[config.mk]
export PLATFORM = sky130hd
export DESIGN_NAME = pwm_ctrl
export DESIGN_NICKNAME = d
export VERILOG_FILES = /design/src/rtl/pwm_ctrl_pkg.sv /design/src/rtl/pwm_ctrl_chan.sv /design/src/rtl/pwm_ctrl.sv
export SDC_FILE = /design/constraint.sdc
export NUM_CORES = 1
export LEC_CHECK = 0
export CAP_MARGIN = 20
export CORE_AREA = 3 3 237 239
export CTS_BUF_LIST = sky130_fd_sc_hd__clkbuf_8
export CTS_CLUSTER_DIAMETER = 30
export DETAILED_ROUTE_END_ITERATION = 16
export DIE_AREA = 0 0 240 242
export MAX_ROUTING_LAYER = met4
export SETUP_SLACK_MARGIN = 0.02
export SLEW_MARGIN = 5
export SYNTH_ARGS = -nofsm -noshare
export SYNTH_HDL_FRONTEND = slang
export SYNTH_SLANG_ARGS = --single-unit
export TNS_END_PERCENT = 5
[constraint.sdc]
create_clock -name clk_i -period 2.01 [get_ports clk_i]
set_clock_uncertainty 0.15 [all_clocks]
set_input_delay 0.201 -clock clk_i [delete_from_list [all_inputs] [get_ports clk_i]]
set_output_delay 0.201 -clock clk_i [all_outputs]
set_load 0.005 [all_outputs]
[src/rtl/pwm_ctrl_pkg.sv]
// Shared definitions for the two-channel PWM configuration block: register offsets,
// channel stride, reset values, the bus FSM encoding and the per-channel config record.
package pwm_ctrl_pkg;

  localparam logic [4:0] OFF_MODE       = 5'h00;
  localparam logic [4:0] OFF_PERIOD     = 5'h04;
  localparam logic [4:0] OFF_THRESHOLD1 = 5'h08;
  localparam logic [4:0] OFF_THRESHOLD2 = 5'h0C;
  localparam logic [4:0] OFF_STEP       = 5'h10;
  localparam logic [4:0] OFF_STATUS     = 5'h14;
  localparam logic [4:0] OFF_COMMIT     = 5'h18;
  localparam logic [4:0] OFF_RSVD       = 5'h1C;

  localparam logic [31:0] CHAN_STRIDE  = 32'h20;
  localparam logic [31:0] WINDOW_BYTES = 32'h40;

  localparam logic [1:0]  RST_MODE      = 2'd0;
  localparam logic [31:0] RST_PERIOD    = 32'd1;
  localparam logic [31:0] RST_THRESHOLD = 32'd0;
  localparam logic [11:0] RST_STEP      = 12'd0;

  typedef enum logic {
    BUS_IDLE = 1'b0,
    BUS_RESP = 1'b1
  } bus_state_e;

  typedef struct packed {
    logic [1:0]  mode;
    logic [31:0] period;
    logic [31:0] threshold1;
    logic [31:0] threshold2;
    logic [11:0] step;
  } chan_cfg_t;

  localparam chan_cfg_t CFG_RST = '{
    mode:       RST_MODE,
    period:     RST_PERIOD,
    threshold1: RST_THRESHOLD,
    threshold2: RST_THRESHOLD,
    step:       RST_STEP
  };

endpackage

[src/rtl/pwm_ctrl_chan.sv]
// One PWM channel: shadow and active config, commit pending flag and (with
// PWM_CTRL_IRQ_EN defined) the sticky done flag.
module pwm_ctrl_chan
  import pwm_ctrl_pkg::*;
(
  input  logic        clk_i,
  input  logic        rst_i,
  input  logic        wr_en_i,
  input  logic [4:0]  wr_off_i,
  input  logic [31:0] wdata_i,
  input  logic        wrap_i,
  output chan_cfg_t   shadow_o,
  output chan_cfg_t   active_o,
  output logic        pending_o,
  output logic        done_o
);

  chan_cfg_t shadow_q, shadow_d;
  chan_cfg_t active_q, active_d;
  logic      pending_q, pending_d;
  logic      copy;

  // The copy reads shadow_q, so a write in the same cycle lands in shadow only.
  always_comb begin
    copy      = pending_q && (wrap_i || (active_q.mode == 2'd0));
    shadow_d  = shadow_q;
    active_d  = active_q;
    pending_d = pending_q;
    if (copy) begin
      active_d  = shadow_q;
      pending_d = 1'b0;
    end
    if (wr_en_i) begin
      case (wr_off_i)
        OFF_MODE:       shadow_d.mode       = wdata_i[1:0];
        OFF_PERIOD:     shadow_d.period     = wdata_i;
        OFF_THRESHOLD1: shadow_d.threshold1 = wdata_i;
        OFF_THRESHOLD2: shadow_d.threshold2 = wdata_i;
        OFF_STEP:       shadow_d.step       = wdata_i[11:0];
        OFF_COMMIT:     if (wdata_i[0] && !pending_q) pending_d = 1'b1;
        default:        ;
      endcase
    end
  end

  always_ff @(posedge clk_i or negedge rst_i) begin
    if (!rst_i) begin
      shadow_q  <= CFG_RST;
      active_q  <= CFG_RST;
      pending_q <= 1'b0;
    end else begin
      shadow_q  <= shadow_d;
      active_q  <= active_d;
      pending_q <= pending_d;
    end
  end

`ifdef PWM_CTRL_IRQ_EN
  logic done_q, done_d;

  // Set wins over a clear arriving in the same cycle.
  always_comb begin
    done_d = done_q;
    if (wr_en_i && (wr_off_i == OFF_STATUS) && wdata_i[1]) done_d = 1'b0;
    if (copy) done_d = 1'b1;
  end

  always_ff @(posedge clk_i or negedge rst_i) begin
    if (!rst_i) done_q <= 1'b0;
    else        done_q <= done_d;
  end

  assign done_o = done_q;
`else
  assign done_o = 1'b0;
`endif

  assign shadow_o  = shadow_q;
  assign active_o  = active_q;
  assign pending_o = pending_q;

endmodule

[src/rtl/pwm_ctrl.sv]
// Two-channel PWM register block: address decode, one-deep request/response bus FSM
// and two pwm_ctrl_chan instances. Optional done/irq logic under PWM_CTRL_IRQ_EN.
module pwm_ctrl
  import pwm_ctrl_pkg::*;
#(
  parameter logic [31:0] BASE_ADDR = 32'h2000_0000
) (
  input  logic        clk_i,
  input  logic        rst_i,
  input  logic        req_i,
  input  logic        we_i,
  input  logic [31:0] addr_i,
  input  logic [31:0] wdata_i,
  output logic        gnt_o,
  output logic        resp_valid_o,
  output logic [31:0] resp_rdata_o,
  output logic        resp_err_o,
  input  logic [1:0]  pwm_wrap_i,
  output logic [1:0]  ch0_mode_o,
  output logic [31:0] ch0_period_o,
  output logic [31:0] ch0_threshold1_o,
  output logic [31:0] ch0_threshold2_o,
  output logic [11:0] ch0_step_o,
  output logic [1:0]  ch1_mode_o,
  output logic [31:0] ch1_period_o,
  output logic [31:0] ch1_threshold1_o,
  output logic [31:0] ch1_threshold2_o,
  output logic [11:0] ch1_step_o,
  output logic        irq_o,
  output bus_state_e  bus_state_o
);

  // Handshake: a request is accepted on a cycle where req_i && gnt_o; exactly one
  // cycle later resp_valid_o is high for one cycle with resp_rdata_o/resp_err_o.
  bus_state_e  state_q, state_d;
  logic [31:0] resp_rdata_q, resp_rdata_d;
  logic        resp_err_q, resp_err_d;

  logic [31:0] off_full;
  logic [4:0]  reg_off;
  logic        chan_sel, accept, dec_err;
  logic [1:0]  wr_en;
  logic [31:0] rdata_d;
  chan_cfg_t   shadow_w [2];
  chan_cfg_t   active_w [2];
  chan_cfg_t   rd_cfg;
  logic [1:0]  pending_w, done_w;

  // Unsigned subtraction makes addresses below BASE_ADDR fall outside the window too.
  always_comb begin
    off_full = addr_i - BASE_ADDR;
    reg_off  = off_full[4:0];
    chan_sel = off_full[5];
    dec_err  = (off_full >= WINDOW_BYTES) || (addr_i[1:0] != 2'b00) ||
               (reg_off == OFF_RSVD) ||
               (we_i && (reg_off == OFF_PERIOD) && (wdata_i == 32'd0));
    accept   = req_i && (state_q == BUS_IDLE);
    wr_en[0] = accept && we_i && !dec_err && !chan_sel;
    wr_en[1] = accept && we_i && !dec_err && chan_sel;
    rd_cfg   = chan_sel ? shadow_w[1] : shadow_w[0];
    rdata_d  = 32'd0;
    case (reg_off)
      OFF_MODE:       rdata_d = {30'd0, rd_cfg.mode};
      OFF_PERIOD:     rdata_d = rd_cfg.period;
      OFF_THRESHOLD1: rdata_d = rd_cfg.threshold1;
      OFF_THRESHOLD2: rdata_d = rd_cfg.threshold2;
      OFF_STEP:       rdata_d = {20'd0, rd_cfg.step};
      OFF_STATUS:     rdata_d = {30'd0, done_w[chan_sel], pending_w[chan_sel]};
      default:        rdata_d = 32'd0;
    endcase
    if (dec_err || we_i) rdata_d = 32'd0;
    resp_rdata_d = accept ? rdata_d : resp_rdata_q;
    resp_err_d   = accept ? dec_err : resp_err_q;
  end

  always_ff @(posedge clk_i or negedge rst_i) begin
    if (!rst_i) state_q <= BUS_IDLE;
    else        state_q <= state_d;
  end

  always_comb begin
    state_d = state_q;
    case (state_q)
      BUS_IDLE: if (req_i) state_d = BUS_RESP;
      BUS_RESP: state_d = BUS_IDLE;
      default:  state_d = BUS_IDLE;
    endcase
  end

  always_comb begin
    gnt_o        = (state_q == BUS_IDLE);
    resp_valid_o = (state_q == BUS_RESP);
    bus_state_o  = state_q;
  end

  always_ff @(posedge clk_i or negedge rst_i) begin
    if (!rst_i) begin
      resp_rdata_q <= 32'd0;
      resp_err_q   <= 1'b0;
    end else begin
      resp_rdata_q <= resp_rdata_d;
      resp_err_q   <= resp_err_d;
    end
  end

  assign resp_rdata_o = resp_rdata_q;
  assign resp_err_o   = resp_err_q;

  pwm_ctrl_chan u_chan0 (
    .clk_i     (clk_i),
    .rst_i     (rst_i),
    .wr_en_i   (wr_en[0]),
    .wr_off_i  (reg_off),
    .wdata_i   (wdata_i),
    .wrap_i    (pwm_wrap_i[0]),
    .shadow_o  (shadow_w[0]),
    .active_o  (active_w[0]),
    .pending_o (pending_w[0]),
    .done_o    (done_w[0])
  );

  pwm_ctrl_chan u_chan1 (
    .clk_i     (clk_i),
    .rst_i     (rst_i),
    .wr_en_i   (wr_en[1]),
    .wr_off_i  (reg_off),
    .wdata_i   (wdata_i),
    .wrap_i    (pwm_wrap_i[1]),
    .shadow_o  (shadow_w[1]),
    .active_o  (active_w[1]),
    .pending_o (pending_w[1]),
    .done_o    (done_w[1])
  );

  assign ch0_mode_o       = active_w[0].mode;
  assign ch0_period_o     = active_w[0].period;
  assign ch0_threshold1_o = active_w[0].threshold1;
  assign ch0_threshold2_o = active_w[0].threshold2;
  assign ch0_step_o       = active_w[0].step;
  assign ch1_mode_o       = active_w[1].mode;
  assign ch1_period_o     = active_w[1].period;
  assign ch1_threshold1_o = active_w[1].threshold1;
  assign ch1_threshold2_o = active_w[1].threshold2;
  assign ch1_step_o       = active_w[1].step;
  assign irq_o            = done_w[0] | done_w[1];

endmodule
==> metrics.log <==
[metrics] hold violation total from the final report: 0
[metrics] leading cell type in the layout, fill and taps excluded: dfrtp_1
[metrics] CTS Buffer Depth: 3
[metrics] insertion delay of the later-clocked pin in the worst-skew pair: 0.67 ns
[metrics] failing checks: negative setup slack
[metrics] nature of the critical path startpoint: input port
[metrics] maximum capacitance violations: 0
[metrics] crit path time final: 2.278 ns
[metrics] highest-count cells in the layout ignoring fill and taps: dfrtp_1 (471), nand2_1 (365), mux2_2 (295)
[metrics] remaining antenna violation count after routing: 0
[metrics] proportion of netlist area held by the largest area contributor: 59.28%
[metrics] worst stage delay on the critical path: 0.59 ns
[metrics] chain of cells forming the critical path: clkdlybuf4s50_1 -> nor4_2 -> nand3_2 -> or4_4 -> nand4_1 -> buf_6 -> buf_12 -> mux2_2
[metrics] remaining routing DRC violations: 0
[metrics] async set-reset flop share out of synthesis: 100.0%
[metrics] remaining max-slew budget at the tightest pin: 56.16%
[metrics] clock sinks: 476
[metrics] iteration-0 DRC count of the detailed router: 1106
[metrics] Final Power: 22.00 mW
[metrics] classification of the worst setup path: input port to register
[metrics] number of library cell types mapped by synthesis: 53
[metrics] post-layout instance count excluding filler cells: 2896
[metrics] number of pins with negative max-slew slack in the final report: 0
[metrics] Final period util: 113.3%
[metrics] number of antenna violations at the first check in global routing: 4
[metrics] fraction of the yosys area taken by sequential cells: 59.81%
[metrics] vias per std cell: 5.220
[metrics] grt ovf: 0
[metrics] Leakage: 14.47 nW
[metrics] number of buffers inserted during clock tree synthesis: 103
[metrics] nets in the synthesized netlist: 1670
[metrics] Crit path max-delay family: simple AND/OR/NAND/NOR gates
[metrics] row cnt: 85
[metrics] first-pass GRT wire length: 102800 um
[metrics] CP arrival: 2.68 ns
[metrics] Clock Pin Slew Worst Setup and Hold Paths: 0.06 ns
[metrics] WL per Instance: 23.73 um
[metrics] cell count after synthesis: 1599
[metrics] Layout Utilization: 52.16%
[metrics] run status: finished, violations left
[metrics] EDFF count, synth: 0
[metrics] power density normalized to cell area: 780.8 nW/um^2
[metrics] initial core utilization: 36.88%
[metrics] worst min-delay path class: input port to register
[metrics] endpoint required time on the critical path: 2.41 ns
[metrics] root cell of the clock tree: clkbuf_8
[metrics] average footprint of a synthesized cell: 12.46 um^2
[metrics] total length of routed wires: 68730 um
[metrics] post-place setup slack: -1.056 ns
[metrics] post-synthesis cell type with the largest combined area: dfrtp_1
[metrics] number of input and output port buffers inserted: 325
[metrics] number of buffer and inverter instances along the worst setup path: 3
[metrics] number of detailed-route iterations in the first pass: 5
[metrics] critical-path cell with the highest stage delay: or4_4
[metrics] Worst Max-Slew Pin Slew: 0.6526 ns
[metrics] CTS tree: yes
[metrics] total of endpoints with negative setup slack in the final report: 223
[metrics] DIE HEIGHT: 242 um
[metrics] primary flip-flop cell chosen by synthesis mapping: dfrtp_1
[metrics] Floorplan Core Area: 54030 um^2
[metrics] total global-route track usage: 24.22%
[metrics] fin worst setup slack: -0.2677 ns
[metrics] total half-perimeter wirelength after legalization and detailed placement: 46540 um
[metrics] number of global-route vias before repair: 15847
[metrics] proportion of layout cells with a drive suffix above 1: 33.18%
[metrics] Chip Width: 240 um
[metrics] Final #Nets: 2182
[metrics] netlist area before placement: 19920 um^2
[metrics] kind of end point of the critical path: register
[metrics] Synthesis Warnings: 0
[metrics] last weighted congestion value of the routability-driven placer: 0.8508
[metrics] Die Outline Area: 58080 um^2
[metrics] fillcell total: 4743
[metrics] total of flip-flops plus latches after synthesis: 476
[metrics] maximum fanout encountered on the critical timing path: 7
[metrics] Top-Level Pins: 327
[metrics] unrepaired setup endpoints after global routing: yes
[metrics] # H-tree levels: 3
[metrics] synthesis-to-layout area growth: 41.43%
[metrics] total vias in the final route: 15118
[metrics] post-route cell area: 28180 um^2
[metrics] largest net degree at the start of global routing: 71
[metrics] placed insts: 2675
[metrics] Worst VDD drop: 0.4415 mV
[metrics] maximum frequency from static timing analysis: 439.0 MHz
[metrics] instance area at placement: 25300 um^2
[metrics] cell types with the largest area share after synthesis: dfrtp_1 (59%), mux2_2 (17%), nand2_1 (6.9%), mux2i_1 (2.8%), mux2_4 (2.3%)
-- power by group --
group | internal [mW] | total [mW] | leakage [nW] | switching, mW
Clock | 6.92 | 11.5 | 1.25 | 4.55
Combinational | 0.362 | 0.931 | 6.59 | 0.569
Sequential | 9.60 | 9.60 | 6.63 | 0.00216
Total | 16.9 | 22.0 | 14.5 | 5.12
-- layout make-up --
type	instances	area, um^2	area share [%]
well taps	696	870.8	3.090
multi-input cells	1006	7731	27.44
inverters	15	58.81	0.2087
diodes	3	7.507	0.02664
repair buffers	509	5275	18.72
clock buffers	120	1652	5.861
flip-flops and latches	476	11920	42.29
clock inverters	71	665.6	2.362
-- cell usage after synthesis (all sizes together), types with 6 or more instances --
library cell	instances
nor4	11
mux2i	56
o22ai	18
a31oi	12
buf	27
dfrtp	472
o2bb2ai	9
nor2	16
clkbuf	75
a211oi	13
nand2	367
a2111oi	11
a21oi	12
a221oi	11
o21ai	42
mux2	333
a32o	12
and3	15
inv	15
nor3	6
nand3	14
o221ai	9
-- registers in the layout, indices dropped and copies added (netlist names) --
register / count
bus_state_o: 1
resp_err_o: 1
resp_rdata_o: 32
u_chan0.active_o: 110
u_chan0.pending_o: 1
u_chan0.shadow_o: 110
u_chan1.active_o: 110
u_chan1.pending_o: 1
u_chan1.shadow_o: 110
-- through the flow --
stage / TNS (ns) / hold WS (ns)
floorplan: -76.48 / -0.2446
global placement: -234.63 / -0.04799
detailed placement: -235.65 / -0.04773
CTS: -28.68 / -0.06588
global route: -49.24 / -0.01478
finish: -31.72 / 0.01173
-- cells by family (layout without fill, tap and decap cells) --
family                   after synthesis  after routing  synth area share (%)
AO/OA/AOI/OAI                        159            159                 5.570
XOR/XNOR                               1              1               0.04397
adder cells (fa/ha/maj)                1              1               0.06279
buffers and inverters                117            715                 2.631
flip-flops                           476            476                 59.81
multiplexers                         391            391                 22.43
other                                  1              4               0.01882
AND/OR/NAND/NOR                      453            453                 9.439
-- repair_timing --
action                                 CTS  global route
endpoints found under the hold margin  483             7
resized for setup                      143            38
hold buffers                             4             1
setup buffers                           12             3
setup endpoints to repair              336           259
gates cloned                             9             1
pin swaps                                7            10
-- routing by layer --
layer	vias up	share of wire (%)	wire length, um	global-route usage, %
li1	6683	-	-	-
met1	7800	44	30460	32.40
met2	532	47	32510	37.66
met3	103	5.9	4026	4.133
met4	0	2.5	1735	7.815
met5	-	0	0	-
-- worst min-delay path: stages --
cell	delay, ns
buf_2	0.14
nand2b_1	0.10
or2_1	0.13
or4_4	0.15
a21oi_1	0.07
-- path summary, 6_finish.rpt --
| path | slack [ns] | start | cells after the start | endpoint |
|---|---|---|---|---|
| max | -0.27 | wdata_i[20] | 8 | u_chan1.shadow_o[87] |
| min in group asynchronous | 0.53 | rst_i | 4 | u_chan1.active_o[38] |
| min | 0.01 | addr_i[2] | 5 | resp_err_o |
| max in group asynchronous | 0.71 | rst_i | 4 | u_chan1.shadow_o[20] |
| min reg2reg | 0.31 | u_chan1.active_o[76] | 2 | u_chan1.active_o[76] |
| max reg2reg | -0.24 | bus_state_o | 8 | u_chan0.shadow_o[78] |
Power figures use the tool's default switching activity.
